[config.mk]
export PLATFORM = sky130hd
export DESIGN_NAME = booth_radix4_seq_mult
export DESIGN_NICKNAME = d
export VERILOG_FILES = /design/src/rtl/booth_pkg.sv /design/src/rtl/booth_digit_sel.sv /design/src/rtl/booth_radix4_seq_mult.sv
export SDC_FILE = /design/constraint.sdc
export NUM_CORES = 1
export LEC_CHECK = 0
export ABC_CLOCK_PERIOD_IN_PS = 5300
export BUFFER_PORTS_ARGS = -buffer_cell sky130_fd_sc_hd__buf_4
export CORE_MARGIN = 4
export CORE_UTILIZATION = 55
export DETAILED_ROUTE_END_ITERATION = 16
export GPL_TIMING_DRIVEN = 0
export PLACE_DENSITY = 0.77
export SYNTH_ARGS = -nofsm -noshare
export SYNTH_HDL_FRONTEND = slang
export SYNTH_HIERARCHICAL = 1
export SYNTH_SLANG_ARGS = --single-unit
[constraint.sdc]
create_clock -name clk -period 5.3 [get_ports clk]
set_input_delay 1.06 -clock clk [delete_from_list [all_inputs] [get_ports clk]]
set_output_delay 1.06 -clock clk [all_outputs]
set_load 0.02 [all_outputs]
[src/rtl/booth_pkg.sv]
// Shared types for the radix-4 Booth sequential multiplier.
// State encoding, recoded-digit encoding and digit-count helper.
package booth_pkg;

  typedef enum logic [1:0] {
    IDLE,
    CALC,
    DONE
  } state_e;

  typedef enum logic [2:0] {
    ZERO,
    POS1,
    POS2,
    NEG1,
    NEG2
  } digit_e;

  // One extra digit keeps unsigned operands exact.
  function automatic int num_digits(input int width);
    return width / 2 + 1;
  endfunction

endpackage

[src/rtl/booth_digit_sel.sv]
// Radix-4 Booth digit recoder: maps {b[1:0], prev} to the addend
// (0, +-mcand, +-2*mcand) at full accumulator width.
module booth_digit_sel
  import booth_pkg::*;
#(
  parameter int W = 34
) (
  input  logic [2:0]   recode,
  input  logic [W-1:0] mcand,
  output logic [W-1:0] term
);

  digit_e digit;

  always_comb begin
    digit = ZERO;
    unique case (recode)
      3'b001, 3'b010: digit = POS1;
      3'b011:         digit = POS2;
      3'b100:         digit = NEG2;
      3'b101, 3'b110: digit = NEG1;
      default:        digit = ZERO;
    endcase
  end

  always_comb begin
    term = '0;
    unique case (1'b1)
      (digit == POS1): term = mcand;
      (digit == POS2): term = mcand << 1;
      (digit == NEG1): term = '0 - mcand;
      (digit == NEG2): term = '0 - (mcand << 1);
      default:         term = '0;
    endcase
  end

endmodule

[src/rtl/booth_radix4_seq_mult.sv]
// Sequential radix-4 Booth multiplier, one digit per clock.
// BOOTH_EARLY_TERM_EN enables exit once remaining digits are zero.
module booth_radix4_seq_mult
  import booth_pkg::*;
#(
  parameter int WIDTH = 32
) (
  input  logic               clk,
  input  logic               rst_n,
  input  logic               start,
  input  logic               signed_mode,
  input  logic [WIDTH-1:0]   multiplicand,
  input  logic [WIDTH-1:0]   multiplier,
  output logic               busy,
  output logic               done,
  output logic [2*WIDTH-1:0] product
);

  localparam int N  = num_digits(WIDTH);
  localparam int CW = $clog2(N + 1);
  localparam int AW = 2 * WIDTH + 2;
  localparam int BW = WIDTH + 2;

  state_e             state, state_n;
  logic [AW-1:0]      acc, acc_n;
  logic [AW-1:0]      mcand, mcand_n;
  logic [AW-1:0]      term;
  logic [BW-1:0]      mplier, mplier_n;
  logic               prev, prev_n;
  logic [CW-1:0]      cnt, cnt_n;
  logic [2*WIDTH-1:0] product_n;
  logic               done_n;
  logic               sa, sb;
  logic               last;

  booth_digit_sel #(
    .W(AW)
  ) u_sel (
    .recode({mplier[1:0], prev}),
    .mcand (mcand),
    .term  (term)
  );

  always_ff @(posedge clk) begin
    if (!rst_n) begin
      state   <= IDLE;
      acc     <= '0;
      mcand   <= '0;
      mplier  <= '0;
      prev    <= 1'b0;
      cnt     <= '0;
      product <= '0;
      done    <= 1'b0;
    end else begin
      state   <= state_n;
      acc     <= acc_n;
      mcand   <= mcand_n;
      mplier  <= mplier_n;
      prev    <= prev_n;
      cnt     <= cnt_n;
      product <= product_n;
      done    <= done_n;
    end
  end

  always_comb begin
    state_n   = state;
    acc_n     = acc;
    mcand_n   = mcand;
    mplier_n  = mplier;
    prev_n    = prev;
    cnt_n     = cnt;
    product_n = product;
    done_n    = 1'b0;
    sa        = signed_mode & multiplicand[WIDTH-1];
    sb        = signed_mode & multiplier[WIDTH-1];
    last      = 1'b0;
    unique case (state)
      IDLE: begin
        if (start) begin
          acc_n    = '0;
          mcand_n  = {{(AW-WIDTH){sa}}, multiplicand};
          mplier_n = {{2{sb}}, multiplier};
          prev_n   = 1'b0;
          cnt_n    = CW'(N);
          state_n  = CALC;
        end
      end
      CALC: begin
        acc_n    = acc + term;
        mcand_n  = mcand << 2;
        mplier_n = {{2{mplier[BW-1]}}, mplier[BW-1:2]};
        prev_n   = mplier[1];
        cnt_n    = cnt - 1'b1;
        last     = (cnt == CW'(1));
`ifdef BOOTH_EARLY_TERM_EN
        // Uniform remaining bits recode to all-zero digits.
        last = last | (&{mplier_n, prev_n}) | ~(|{mplier_n, prev_n});
`endif
        if (last) state_n = DONE;
      end
      DONE: begin
        product_n = acc[2*WIDTH-1:0];
        done_n    = 1'b1;
        state_n   = IDLE;
      end
      default: state_n = IDLE;
    endcase
  end

  // The done cycle is already IDLE, so busy is stretched to cover it.
  assign busy = (state != IDLE) | done;

endmodule
==> qor.yml <==
sta:
  worst_slew_pin_slew_ns: 1.36
  max_slew_margin: 0.0921
  fmax_ghz: 0.193
  finClkSkew_ns: 0.0144
  fin_hold_ws_ns: 0.452
  finalHoldViolations: 0
  setup_violations: 0
  period_needed_ns: 5.18
  final.period_utilization: 0.977
  report.final.slew_viol_count: 0
clock_tree:
  cts.sinks: 235
  clkTransAtPathRegs_ns: 0.06
  numCtsBuffers: 26
  clock_path_buffers: 3
  clk_latency_ns: 0.56
  htree_levels: 1
  cts_root_buf: "clkbuf_16"
  cts_tree: "built"
grt:
  grt_antenna_before_repair: 0
  grtUsageTotal: 0.347
  grt_pass1_vias: 15800
  grt_max_degree: 14
  grt-ovfl-total: 0
  grt_pass1_wl_um: 87200
setup_path:
  end_kind: "register"
  cp_max_fo: 8
  worstPathRequired_ns: 5.72
  arrival_ns: 5.59
  critPathKind: "register to register"
  cp-start-kind: "register"
floorplanning:
  row_count: 61
  die_h_um: 178
  io_pins: 134
  die_area_um2: 31500
  start_util: 0.563
  core_area_um2: 28100
  die_width_um: 178
detailed_routing:
  num_vias: 17500
  viasPerCell: 6.37
  drc: 0
  detail-route-antenna-nets: 0
  dr.pass1.iters: 6
  finalWirelength_um: 57300
  wl_per_cell_um: 20.8
  drt_iter0_drc: 2031
worst_hold_path:
  hold_path_class: "register to register"
cells_and_area:
  fillers: 2533
  fin_nets: 2488
  syn_to_final_growth_pct: 19.9
  fin_util: 0.675
  antennaDiodeCount: 0
  drive_above_1_share: 0.154
power:
  power-per-cell-area_nw_per_um2: 308
  power.leakage_uw: 0.00744
  total_power_uw: 5840
  peakVddDrop_mv: 0.360
synthesis:
  syn-num-nets: 2303
  synthCells: 2168
  syn_area_um2: 15800
  synth.avg_cell_area_um2: 7.29
  yosysWarnings: 6
place:
  place_congestion: 1.02
  io_buffers: 133
  dpl.hpwl_um: 43000
run_status:
  status: "complete, no violations"
run:
  timing.max_cap.violations: 0
==> through the flow <==
| step | worst slack [ns] | cells | setup TNS (ns) | instance area (µm²) |
|---|---|---|---|---|
| detailed placement | -0.780 | 2679 | -13.03 | 17300 |
| CTS | 0.00453 | 2725 | 0 | 18300 |
| global route | -0.0406 | 2749 | -0.0449 | 19000 |
| finish | 0.124 | 2749 | 0 | 19000 |
| floorplan | 0.260 | 2168 | 0 | 15800 |
| global placement | -0.803 | 2679 | -12.69 | 17300 |
==> power by group <==
part / switching, µW / internal [µW] / leakage, µW
sequential: 164 / 1890 / 0.00192
clock: 760 / 1120 / 0.000449
combinational: 1240 / 671 / 0.00507
total: 2160 / 3680 / 0.00744
==> cell usage in the layout, fill, tap and decap left out, types with 9 or more instances in the layout <==
cell,n
buf_4,173
and3_1,10
a22oi_1,40
o21ai_2,9
a21oi_1,184
xor2_1,65
o21ai_0,107
buf_1,18
nor2_1,230
o21ai_1,24
clkbuf_2,17
inv_1,27
a21o_1,35
nor2b_1,12
a31oi_1,47
nand2_1,344
and2_1,11
nand4_1,25
dfxtp_1,225
ha_1,59
or3_1,15
clkbuf_1,122
o221ai_1,69
xnor2_1,66
nand3_1,80
clkbuf_16,26
nor4_1,12
clkbuf_8,9
a21oi_2,9
o21bai_1,16
nand2b_1,17
nor3_1,36
a221oi_1,11
==> area by class of cell <==
class,count,area (µm²),share of cell area
Clock inverter,10,115,0.00607
Inverter,29,110,0.00581
Tap cell,378,473,0.0250
Timing Repair Buffer,174,1310,0.0691
Buffer,167,677,0.0357
Clock buffer,36,778,0.0411
Sequential cell,235,4730,0.250
Multi-Input combinational cell,1720,10800,0.568
==> per-layer routing <==
layer | wire [µm] | GRT usage
met1 | 24700 | 0.496
met2 | 24200 | 0.526
met3 | 5440 | 0.0473
met4 | 2920 | 0.146
met5 | 0 | 0
==> final timing paths <==
kind | slack [ns] | from | end | cells after the start
worst min register to register | 0.45 | product[45]$_SDFFE_PN0P_ | product[45]$_SDFFE_PN0P_ | 2
worst max-delay path | 0.12 | mcand[1]$_SDFFE_PN0P_ | acc[61]$_SDFFE_PN0P_ | 23
worst min-delay path | 0.45 | product[45]$_SDFFE_PN0P_ | product[45]$_SDFFE_PN0P_ | 2
worst max register to register | 0.12 | mcand[1]$_SDFFE_PN0P_ | acc[61]$_SDFFE_PN0P_ | 23
==> worst max-delay path, stage by stage (launching register included) <==
cell and delay [ns]:
dfxtp_1 0.57, inv_1 0.08, ha_1 0.28, nand2b_1 0.24, nor4_4 0.07, buf_6 0.16, buf_4 0.14, nand3_1 0.12
nand2_1 0.08, xnor2_1 0.17, a32oi_1 0.20, o21ai_0 0.19, ha_1 0.32, clkbuf_1 0.31, nand4_1 0.28, o41ai_4 0.46
a31oi_4 0.11, o41ai_4 0.36, buf_4 0.18, a31oi_4 0.11, o21bai_1 0.18, a21oi_1 0.10, xor2_1 0.21, o21ai_1 0.08
==> flip-flops by register name (all words and copies together) (netlist names) <==
register  flops
state         2
mcand        64
product      64
done          1
acc          64
cnt           5
prev          1
mplier       34
==> timing repair <==
| item | 4_1_cts | 5_1_grt |
|---|---|---|
| setup buffers | 11 | 30 |
| pin swaps | 17 | 47 |
| hold buffers | 0 | 0 |
| setup endpoints to repair | 35 | 31 |
| gates resized for setup | 47 | 110 |
| gates cloned | 0 | 0 |
No activity file was read; power rests on OpenSTA's default activity.
